==> src/rtl/enc16x4_irq.sv <==
// -----------------------------------------------------------------------------
// enc16x4_irq
//
// Registered 16-to-4 priority encoder with request latching and a valid/ack
// handshake. Active-low request lines are captured into a pending register.
// The highest-index pending request is encoded into y, presented with
// valid=1, and held stable until the consumer acknowledges it. The
// acknowledged pending bit is then cleared and arbitration restarts.
//
// Ports:
//   clk      in   1   rising-edge clock
//   reset    in   1   asynchronous, active-high; clears all state
//   req_n    in  16   request lines, active-low (bit i low = request i)
//   e        in   1   active-low capture enable; high blocks new captures
//   ack      in   1   consumer accepts the current code; ignored while valid=0
//   y        out  4   encoded index of the granted request (registered)
//   valid    out  1   y holds a granted request (registered)
//   pending  out 16   pending-request register, active-high
//
// Configuration macro:
//   ENC_EDGE_DETECT_EN  defined   -> a pending bit is set only on a falling
//                                    edge of its req_n line (req_q history)
//                       undefined -> level capture: set on every edge with the
//                                    line low, so held requests re-grant
// -----------------------------------------------------------------------------
module enc16x4_irq (
    input  logic        clk,
    input  logic        reset,
    input  logic [15:0] req_n,
    input  logic        e,
    input  logic        ack,
    output logic [3:0]  y,
    output logic        valid,
    output logic [15:0] pending
);

    typedef enum logic {
        IDLE = 1'b0,
        HOLD = 1'b1
    } state_t;

    state_t      state_q, state_d;
    logic [3:0]  y_q, y_d;
    logic [15:0] pending_q, pending_d;
    logic [15:0] set_vec;
    logic [15:0] clr_vec;

    // Highest set index wins: later loop iterations overwrite earlier ones.
    function automatic logic [3:0] highest_index(input logic [15:0] vec);
        logic [3:0] idx;
        idx = 4'h0;
        for (int i = 0; i < 16; i++) begin
            if (vec[i]) begin
                idx = 4'(i);
            end
        end
        return idx;
    endfunction

`ifdef ENC_EDGE_DETECT_EN
    // Previous-cycle request lines. Tracks req_n every cycle, independent of
    // e, so a request held low through a disabled window is not seen as a
    // new falling edge once capture is re-enabled.
    logic [15:0] req_q;

    // Reset to all-high so a line already low when reset releases counts as
    // a fresh falling edge and is recaptured.
    always_ff @(posedge clk or posedge reset) begin
        if (reset) begin
            req_q <= 16'hFFFF;
        end else begin
            req_q <= req_n;
        end
    end

    always_comb begin
        set_vec = 16'h0000;
        if (!e) begin
            set_vec = req_q & ~req_n;
        end
    end
`else
    always_comb begin
        set_vec = 16'h0000;
        if (!e) begin
            set_vec = ~req_n;
        end
    end
`endif

    // Only an accepted grant clears anything, and only its own bit.
    always_comb begin
        clr_vec = 16'h0000;
        if (state_q == HOLD && ack) begin
            clr_vec[y_q] = 1'b1;
        end
    end

    // Set is applied after clear, so a capture colliding with an ack of the
    // same bit leaves that bit pending.
    assign pending_d = (pending_q & ~clr_vec) | set_vec;

    // NOTE: every signal assigned in this block gets a default before the
    // case statement; a path that skips an assignment would infer a latch.
    always_comb begin
        state_d = state_q;
        y_d     = y_q;
        case (state_q)
            IDLE: begin
                // Arbitrate on the registered pending vector, which is what
                // gives the two-edge request-to-valid latency.
                if (pending_q != 16'h0000) begin
                    y_d     = highest_index(pending_q);
                    state_d = HOLD;
                end
            end
            HOLD: begin
                // y is frozen here; captures only accumulate in pending.
                if (ack) begin
                    state_d = IDLE;
                end
            end
            default: begin
                state_d = IDLE;
            end
        endcase
    end

    // NOTE: sequential state uses non-blocking assignments so every register
    // samples pre-edge values, independent of statement order.
    // NOTE: the pending vector is reset along with the FSM; stale bits left
    // over from before reset would otherwise be granted as phantom requests.
    always_ff @(posedge clk or posedge reset) begin
        if (reset) begin
            state_q   <= IDLE;
            y_q       <= 4'h0;
            pending_q <= 16'h0000;
        end else begin
            state_q   <= state_d;
            y_q       <= y_d;
            pending_q <= pending_d;
        end
    end

    // valid is a direct decode of the one-bit state register, so it is as
    // glitch-free as a dedicated flop.
    assign y       = y_q;
    assign valid   = (state_q == HOLD);
    assign pending = pending_q;

endmodule

==> config.mk <==
export PLATFORM = sky130hd
export DESIGN_NAME = enc16x4_irq
export DESIGN_NICKNAME = d
export VERILOG_FILES = /design/src/rtl/enc16x4_irq.sv
export SDC_FILE = /design/constraint.sdc
export NUM_CORES = 1
export LEC_CHECK = 0
export BUFFER_PORTS_ARGS = -buffer_cell sky130_fd_sc_hd__clkbuf_2
export CORE_ASPECT_RATIO = 1.1
export CORE_MARGIN = 1.5
export CORE_UTILIZATION = 43
export CTS_BUF_LIST = sky130_fd_sc_hd__clkbuf_8 sky130_fd_sc_hd__clkbuf_16
export CTS_CLUSTER_DIAMETER = 200
export DETAILED_ROUTE_END_ITERATION = 12
export HOLD_SLACK_MARGIN = 0.15
export PLACE_DENSITY = 0.73
export SYNTH_ARGS = -nofsm -noshare
export SYNTH_HDL_FRONTEND = slang
export SYNTH_SLANG_ARGS = --single-unit
==> constraint.sdc <==
create_clock -name clk -period 3.9 [get_ports clk]
set_clock_uncertainty 0.15 [all_clocks]
set_input_delay 0.195 -clock clk [delete_from_list [all_inputs] [get_ports clk]]
set_output_delay 0.195 -clock clk [all_outputs]
set_load 0.1 [all_outputs]
==> impl_summary.txt <==
----------------------------------------------------
[Outcome]
  Run status ... finished, final reports clean

[Global route]
  Largest net degree at the start of global routing ... 22
  Total global routing track utilization ... 24.2%
  Number of global-route vias before repair ... 1,011
  Initial antenna violation count ... 0
  Overflow after GRT ... 0
  Global-route wire length before repair ... 4.23 mm

[Detailed routing]
  Routed vias ... 1,030
  Number of detailed-routing iterations run before antenna repair ... 4
  Via/cell ratio ... 5.48
  Number of DRC markers in iteration 0 ... 27
  Antenna Violating Nets Remaining ... 0
  Detailed-route wire length ... 2.72 mm
  DRC errors left ... 0
  Detailed-route wire length per cell ... 14.5 µm

[Floorplanning]
  Core Area ... 2060 µm²
  Die outline area ... 2520 µm²
  Std-Cell Rows ... 17
  Die H ... 52.5 µm
  Die X-Extent ... 48.0 µm
  Number of top-level pins ... 41
  Starting density of the core ... 46.5%

[Layout]
  Final core utilization ... 68.6%
  Most used cells in the layout excluding fill and tap cells ... 40 x sky130_fd_sc_hd__clkbuf_2, 36 x sky130_fd_sc_hd__o21ai_0, 21 x sky130_fd_sc_hd__dfrtp_1, 18 x sky130_fd_sc_hd__dlygate4sd3_1, 7 x sky130_fd_sc_hd__nor2_1
  Most common cell after layout, fill and taps aside ... sky130_fd_sc_hd__clkbuf_2
  Relative area change from synthesis to final layout ... 47.8%
  ANT cells ... 0
  Final #Nets ... 181
  Share of cells above drive strength 1 ... 30.0%

[Yosys]
  Area of the mapped netlist ... 958 µm²
  Count of synthesis-stage warnings from yosys ... 0
  Cell type with the highest aggregate area in the netlist ... sky130_fd_sc_hd__dfrtp_1
  Count of distinct cell types in the synthesized netlist ... 28
  Most frequently used flop master after synthesis ... sky130_fd_sc_hd__dfrtp_1
  Synth async-reset ratio ... 100%
  Largest cells by area after synthesis ... sky130_fd_sc_hd__dfrtp_1 55%, sky130_fd_sc_hd__o21ai_0 19%, sky130_fd_sc_hd__nor2_1 2.7%
  #FFs+latches synth ... 21
  Post-Syn Instances ... 99
  Post-synth EDFFs ... 0
  Post-Synthesis Mean Instance Area ... 9.68 µm²
  Sequential share of the synthesized area ... 54.8%
  Synth top area share ... 54.8%
  Number of nets in the synthesized netlist ... 119

[STA]
  Max-slew violation count ... 0
  Slew at the pin with the worst max-slew slack ... 0.790 ns
  Worst relative slew slack ... 47.3%
  RSZ-0062 raised after global routing ... no
  Total negative setup slack ... 0 ns
  Period minus WS final ... 1.71 ns
  Max Clk Rate ... 0.584 GHz
  Final Hold Violating Endpoints ... 0
  Total of endpoints with negative setup slack in the final report ... 0
  Post-route clock period utilization ... 43.9%

[CTS]
  Buffer count from post-CTS setup fixing ... 0
  CTS clk-pin slew, worst paths ... 0.08 ns
  Root cell of the clock tree ... sky130_fd_sc_hd__clkbuf_8
  Clock sink count ... 21
  Post-cts repair resize count ... 0
  Clock tree from TritonCTS ... built
  Maximum root-to-sink buffer count ... 2
  Cts bufs inserted ... 3
  Skew-Pair Late Insertion Delay ... 0.26 ns
  Number of H-tree branching levels ... 1

[Critical path]
  Path type of the worst setup path ... flop to flop
  Launch point of the worst reg-to-reg path ... pending[11]
  Critical-path maximum fanout ... 7
  R2R Setup Slk ... 2.19 ns
  Launching element type of the critical path ... flop
  Reg-to-reg critical path endpoint ... y[0]
  R2r worst-path depth ... 4
  Arrival time reported for the critical path endpoint ... 1.72 ns
  CP Data Required Time ... 3.91 ns
  Type of element capturing the critical path ... flop

[Power]
  Static Leak ... 0.576 nW
  Peak supply drop ... 0.000395 V
  Pwr Density ... 609 nW/µm²

[Min path]
  Hold Startpoint ... e
  Depth of the worst hold-timing path ... 2
  Worst Hold Path EP ... pending[14]
  Class of the tightest hold or removal check ... input port to flop

[Placed design]
  Port Buf Inserts ... 40
  Final HPWL from detailed placement ... 1.78 mm
  RD Place Congestion ... 0.875

[Job]
  Maxcap violations ... 0

----------------------------------------------------
-- cell families (layout without fill, tap and decap cells) --
group           Yosys count  in the layout  share of synthesized area (%)
compound gates           48             48                           28.1
simple gates             25             25                           15.1
flops                    21             21                           54.8
buf+inv                   5             66                           1.96
-- cell usage after synthesis (2+ instances only) --
library cell	count
sky130_fd_sc_hd__inv_1	4
sky130_fd_sc_hd__nor4_1	3
sky130_fd_sc_hd__nand2b_1	3
sky130_fd_sc_hd__nand2_1	3
sky130_fd_sc_hd__o21ai_0	36
sky130_fd_sc_hd__nor2_1	7
sky130_fd_sc_hd__dfrtp_1	21
sky130_fd_sc_hd__a21oi_1	2
-- metal layers --
metal,routed length [µm],up-vias,track usage [%]
met5,0,-,0
met4,80,0,10.8
met3,120,10,3.79
met2,1350,40,41.1
met1,1170,493,28.9
li1,-,487,-
-- power breakdown --
group / leakage [nW] / internal, mW / switching [mW] / total (mW)
Sequential: 0.194 / 0.253 / 0.0532 / 0.306
Clock: 0.0255 / 0.0711 / 0.0710 / 0.142
Combinational: 0.356 / 0.0747 / 0.340 / 0.415
Total: 0.576 / 0.399 / 0.464 / 0.863
-- what timing repair did --
item	CTS	global route
setup endpoints to repair	0	0
hold buffers	18	0
endpoints found under the hold margin	38	0
-- worst max-delay path by stage --
stage	from	end	slack [ns]
finish	pending[11]	y[0]	2.19
global route	pending[11]	y[2]	2.13
CTS	pending[11]	y[0]	2.20
detailed placement	pending[11]	y[0]	2.21
global placement	pending[11]	y[0]	2.25
floorplan	pending[11]	y[0]	1.73
-- worst max-delay path, stage by stage (launching register included) --
cell and delay (ns):
sky130_fd_sc_hd__dfrtp_1 0.43, sky130_fd_sc_hd__or4_4 0.57, sky130_fd_sc_hd__nor2b_4 0.14, sky130_fd_sc_hd__a21oi_2 0.11
sky130_fd_sc_hd__o22a_1 0.20
-- area by class of cell --
cell class,instances,area (µm²)
Sequential cell,21,526
Timing Repair Buffer,58,380
Tap cell,28,35.0
Clock buffer,3,41.3
Multi-Input combinational cell,73,414
Fill cell,180,647
Inverter,4,15.0
Clock inverter,1,5.00
-- metrics by stage --
stage	cells	setup WS (ns)	area [µm²]	hold WS (ns)	power, mW
floorplan	99	1.73	958	0.0215	0.626
global route	188	2.13	1420	0.227	0.898
CTS	188	2.20	1420	0.195	0.862
finish	188	2.19	1420	0.208	0.863
detailed placement	166	2.21	1190	0.211	0.707
global placement	166	2.25	1190	0.196	0.705
-- flip-flops by register name, summed over array words and instances (netlist names) --
name     count
pending     16
y            4
valid        1
Note: power is estimated with default switching activity, not from simulation.
